<file path="config.mk">
export PLATFORM = sky130hd
export DESIGN_NAME = tdm_demux
export DESIGN_NICKNAME = d
export VERILOG_FILES = /design/src/rtl/tdm_demux.sv
export SDC_FILE = /design/constraint.sdc
export NUM_CORES = 1
export LEC_CHECK = 0
export ABC_AREA = 0
export CORE_MARGIN = 10
export CORE_UTILIZATION = 48
export DETAILED_ROUTE_END_ITERATION = 16
export PLACE_DENSITY_LB_ADDON = 0.12
export SLEW_MARGIN = 40
export SYNTH_ARGS = -nofsm -noshare
export SYNTH_HDL_FRONTEND = slang
export SYNTH_SLANG_ARGS = --single-unit
</file>
<file path="constraint.sdc">
create_clock -name clk -period 6.2 [get_ports clk]
set_input_delay 0.93 -clock clk [delete_from_list [all_inputs] [get_ports clk]]
set_output_delay 0.93 -clock clk [all_outputs]
set_load 0.02 [all_outputs]
</file>
<file path="src/rtl/tdm_demux.sv">
// tdm_demux: receive end of a single-lane time-division multiplexed stream.
// Steers one WIDTH-bit word per valid beat into per-slot output registers,
// tracking frame alignment with a HUNT/LOCKED state machine.
//
// Parameters:
//   CHANNELS   slots per frame (2..16, any value in that range)
//   WIDTH      bits per slot word
// Ports:
//   clk        rising-edge clock
//   rst        asynchronous active-high reset
//   din        incoming slot word
//   din_valid  qualifies din and frame_sync
//   frame_sync marks the word occupying slot 0
//   ch_data    slot k held in bits [k*WIDTH +: WIDTH]
//   ch_valid   one-hot pulse for the slot just written
//   frame_done pulse when the last slot is written
//   locked     high while frame alignment is held
//   sync_err   pulse on an alignment violation

module tdm_demux #(
    parameter int CHANNELS = 4,
    parameter int WIDTH    = 8
) (
    input  logic                      clk,
    input  logic                      rst,
    input  logic [WIDTH-1:0]          din,
    input  logic                      din_valid,
    input  logic                      frame_sync,
    output logic [CHANNELS*WIDTH-1:0] ch_data,
    output logic [CHANNELS-1:0]       ch_valid,
    output logic                      frame_done,
    output logic                      locked,
    output logic                      sync_err
);

    localparam int SW = $clog2(CHANNELS);
    localparam logic [SW-1:0] LAST = SW'(CHANNELS - 1);
    localparam logic [SW-1:0] ZERO = '0;
    localparam logic [SW-1:0] ONE  = SW'(1);

    typedef enum logic {
        HUNT   = 1'b0,
        LOCKED = 1'b1
    } state_t;

    state_t                    r_state;
    logic [SW-1:0]             r_slot;
    logic [CHANNELS*WIDTH-1:0] r_ch_data;
    logic [CHANNELS-1:0]       r_ch_valid;
    logic                      r_frame_done;
    logic                      r_locked;
    logic                      r_sync_err;

    logic                      w_in_lock;
    logic                      w_slot_zero;
    logic                      w_early;
    logic                      w_miss;
    logic                      w_wr;
    logic [SW-1:0]             w_wr_slot;
    logic                      w_wr_last;
    logic [SW-1:0]             w_slot_nxt;

    assign w_in_lock   = (r_state == LOCKED);
    assign w_slot_zero = (r_slot == ZERO);

    // Marker arriving before the frame finished: resynchronise on it.
    assign w_early = din_valid && w_in_lock && frame_sync && !w_slot_zero;

    // Slot 0 expected but no marker: alignment lost, drop back to hunting.
    assign w_miss = din_valid && w_in_lock && !frame_sync && w_slot_zero;

    // In HUNT only a marker beat is kept; in LOCKED everything but a miss.
    assign w_wr = din_valid && (w_in_lock ? !w_miss : frame_sync);

    // A marker always lands in slot 0, whatever the counter said.
    assign w_wr_slot = frame_sync ? ZERO : r_slot;
    assign w_wr_last = (w_wr_slot == LAST);

    // Explicit wrap so non-power-of-two frame lengths count correctly.
    always_comb begin
        w_slot_nxt = ZERO;
        if (frame_sync) begin
            w_slot_nxt = ONE;
        end else if (r_slot == LAST) begin
            w_slot_nxt = ZERO;
        end else begin
            w_slot_nxt = r_slot + ONE;
        end
    end

    always_ff @(posedge clk or posedge rst) begin
        if (rst) begin
            r_state      <= HUNT;
            r_slot       <= ZERO;
            r_ch_data    <= '0;
            r_ch_valid   <= '0;
            r_frame_done <= 1'b0;
            r_locked     <= 1'b0;
            r_sync_err   <= 1'b0;
        end else begin
            r_ch_valid   <= '0;
            r_frame_done <= 1'b0;
            r_sync_err   <= 1'b0;

            if (w_wr) begin
                for (int k = 0; k < CHANNELS; k++) begin
                    if (w_wr_slot == SW'(k)) begin
                        r_ch_data[k*WIDTH +: WIDTH] <= din;
                        r_ch_valid[k]               <= 1'b1;
                    end
                end
                r_frame_done <= w_wr_last;
                r_slot       <= w_slot_nxt;
            end

            if (w_early || w_miss) begin
                r_sync_err <= 1'b1;
            end

            if (din_valid) begin
                case (r_state)
                    HUNT: begin
                        if (frame_sync) begin
                            r_state  <= LOCKED;
                            r_locked <= 1'b1;
                        end
                    end
                    LOCKED: begin
                        if (w_miss) begin
                            r_state  <= HUNT;
                            r_locked <= 1'b0;
                            r_slot   <= ZERO;
                        end
                    end
                    default: begin
                        r_state  <= HUNT;
                        r_locked <= 1'b0;
                        r_slot   <= ZERO;
                    end
                endcase
            end
        end
    end

    assign ch_data    = r_ch_data;
    assign ch_valid   = r_ch_valid;
    assign frame_done = r_frame_done;
    assign locked     = r_locked;
    assign sync_err   = r_sync_err;

endmodule

</file>
==> metrics.md <==
| Metric | Value |
|---|---|
| Status | completed |
| Die Span Y | 79.0 um |
| Crit path cell chain | clkdlybuf4s50_1, and4bb_4, and3_4, mux2_4 |
| Hold Buf Count CTS | 0 |
| Crit-path max cell delay | 540 ps |
| Chip width | 79.0 um |
| Final core utilization | 67.2% |
| Clock slew at reported path FFs | 120 ps |
| Yosys reg bits | 41 |
| Detailed Route Iter0 Violations | 50 |
| Detailed-route via count | 1027 |
| Critical path arrival | 2540 ps |
| Final Hold Slack | 517 ps |
| Post-CTS sizing | 0 |
| Placed cells | 198 |
| Vias in the first global route | 1125 |
| Setup_tns | 0 ps |
| Fin Clk Skew | 9.95 ps |
| Synth Instances | 105 |
| Syn_nets | 119 |
| Area Growth Syn to Fin | 34.3% |
| Max FO, Critical Path | 9 |
| CTS tree | built |
| H-tree levels | 2 |
| Max Freq | 0.433 GHz |
| Post-synth ARST share | 100% |
| Wirelength per Cell | 16.8 um |
| Ports | 51 |
| Final setup violating endpoints | 0 |
| Tcrit/Tclk final | 37.2% |
| Avg Inst Size Synth | 15.9 um2 |
| Post-synth top cells | dfrtp_1 (41), mux2_2 (24), mux2_4 (8) |
| Seq/Total Area, Yosys | 61.5% |
| Worst path slowest cell | clkdlybuf4s50_1 |
| Post-synthesis cell type count | 20 |
| Pin count of the biggest net entering global routing | 42 |
| Leakage | 1.01 nW |
| Initial antenna violation count | 0 |
| FILL cells | 256 |
| Max-cap violation count | 0 |
| Placed cell area | 2190 um2 |
| Clk sinks | 41 |
| Max VDD drop | 0.000232 V |
| Number of enable-type register cells in the synthesized netlist | 0 |
| CP Data Required Time | 6440 ps |
| Fin nets | 173 |
| DR vias/cell | 4.99 |
| Core Region | 3340 um2 |
| Root Driver | clkbuf_4 |
| Cell taking the most area after synthesis | dfrtp_1 |
| DRC violations left | 0 |
| Cell area after synthesis | 1670 um2 |
| Synth top area share | 61.5% |
| Detailed Routing Iterations Pass 1 | 4 |
| Top FF cell, synth | dfrtp_1 |
| GRT Residual Overflow | 0 |
| Slew margin rel. | 63.0% |
| Critical path class | in2reg |
| Routed Antenna Nets | 0 |
| Dpl hpwl | 2540 um |
| Count leader, synth | dfrtp_1 |
| Final Instance Count excl. Fillers | 206 |
| Tightest Pin Transition | 555 ps |
| Initial Util | 50.0% |
| RSZ-0062 raised after global routing | no |
| Final estimated routing congestion in global placement | 0.713 |
| Final WL | 3460 um |
| Hold Violations, Final | 0 |
| Maximum clock path buffer count | 2 |
| Proportion of layout cells with a drive suffix above 1 | 29.4% |
| Final min period | 2310 ps |
| Slew Limit Fails | 0 |
| Die footprint | 6240 um2 |
| Hold Path Class | reg2reg |
| Worst setup SP type | primary input |
| Syn. warnings | 0 |
| Clk_lat worst skew | 340 ps |
| First-pass GRT wire length | 5930 um |
| Setup repair bufs after CTS | 0 |
| Final Cell Area | 2240 um2 |
| Total track usage | 11.9% |
| Port Buf Inserts | 50 |
| Synth top area cells | dfrtp_1 (61%), mux2_2 (16%), mux2_4 (7.2%) |
| Antenna diodes | 0 |
| CTS Buf Count | 5 |
| PwrDens | 422 nW/um2 |
| Row count | 21 |
| Crit. End Element | register |
[cells in the final DEF (no fill, tap or decap)]
| cell | instances |
|---|---|
| nor2_1 | 1 |
| clkbuf_4 | 5 |
| a22o_2 | 2 |
| buf_4 | 1 |
| dfrtp_1 | 41 |
| ha_1 | 2 |
| clkdlybuf4s50_1 | 50 |
| xnor2_1 | 1 |
| nand3_4 | 2 |
| and3_4 | 1 |
| clkinv_2 | 2 |
| inv_1 | 6 |
| a21oi_1 | 2 |
| nor4b_1 | 2 |
| o21ai_2 | 1 |
| nand2_1 | 4 |
| mux2_2 | 24 |
| and4bb_4 | 1 |
| mux2_4 | 8 |
| o21ai_0 | 3 |
| clkbuf_1 | 1 |
[path summary, 6_finish.rpt]
| kind | from | end | slack [ps] | cells after the start |
|---|---|---|---|---|
| min in group asynchronous | rst | ch_data[23] | 1000 | 3 |
| min | ch_data[18] | ch_data[18] | 520 | 1 |
| min reg2reg | ch_data[18] | ch_data[18] | 520 | 1 |
| max | frame_sync | ch_data[24] | 3890 | 4 |
| max reg2reg | r_slot[0] | ch_data[24] | 4070 | 5 |
| max in group asynchronous | rst | ch_data[18] | 4840 | 3 |
[state kept, by name (all words and copies together), names as in the netlist]
| signal | flops |
|---|---|
| ch_data | 32 |
| ch_valid | 4 |
| locked | 1 |
| r_slot | 2 |
| r_state | 1 |
| sync_err | 1 |
[worst max-delay path, delay by kind of cell]
family | cells | cell delay [ps]
muxes | 1 | 320
and+or+nand+nor | 2 | 740
buffers and inverters | 1 | 540
[power breakdown]
group	switching (mW)	internal, mW	total [mW]
sequential	0.0529	0.352	0.405
clock	0.0835	0.0433	0.127
combinational	0.192	0.223	0.415
total	0.328	0.618	0.947
[metrics by stage]
step	total power, mW	setup WS [ps]
global placement	0.820	3590
global route	1.01	3850
floorplan	0.626	4080
CTS	0.960	3900
detailed placement	0.833	3530
finish	0.947	3890
[logic make-up after synthesis]
kind of cell	after synthesis	share of synthesized area, %
mux	32	23.4
flops	41	61.5
simple gates	11	5.92
compound gates	8	3.22
fa+ha+maj	2	1.50
xor+xnor	1	0.525
buf+inv	10	3.97
[routing by layer]
| layer | wire length [um] | global-route usage, % |
|---|---|---|
| met4 | 47 | 3.76 |
| met1 | 1420 | 14.0 |
| met2 | 1600 | 18.3 |
| met3 | 393 | 6.53 |
| met5 | 0 | 0 |
[layout make-up]
cell class	count	area [um2]	area share [%]
timing repair buffer	51	508	22.7
sequential	41	1030	45.8
tap	46	57.6	2.57
clock buffer	6	41.3	1.84
inverter	6	22.5	1.00
multi-input combinational	54	577	25.7
clock inverter	2	10.0	0.446
Power figures use the tool's default switching activity.
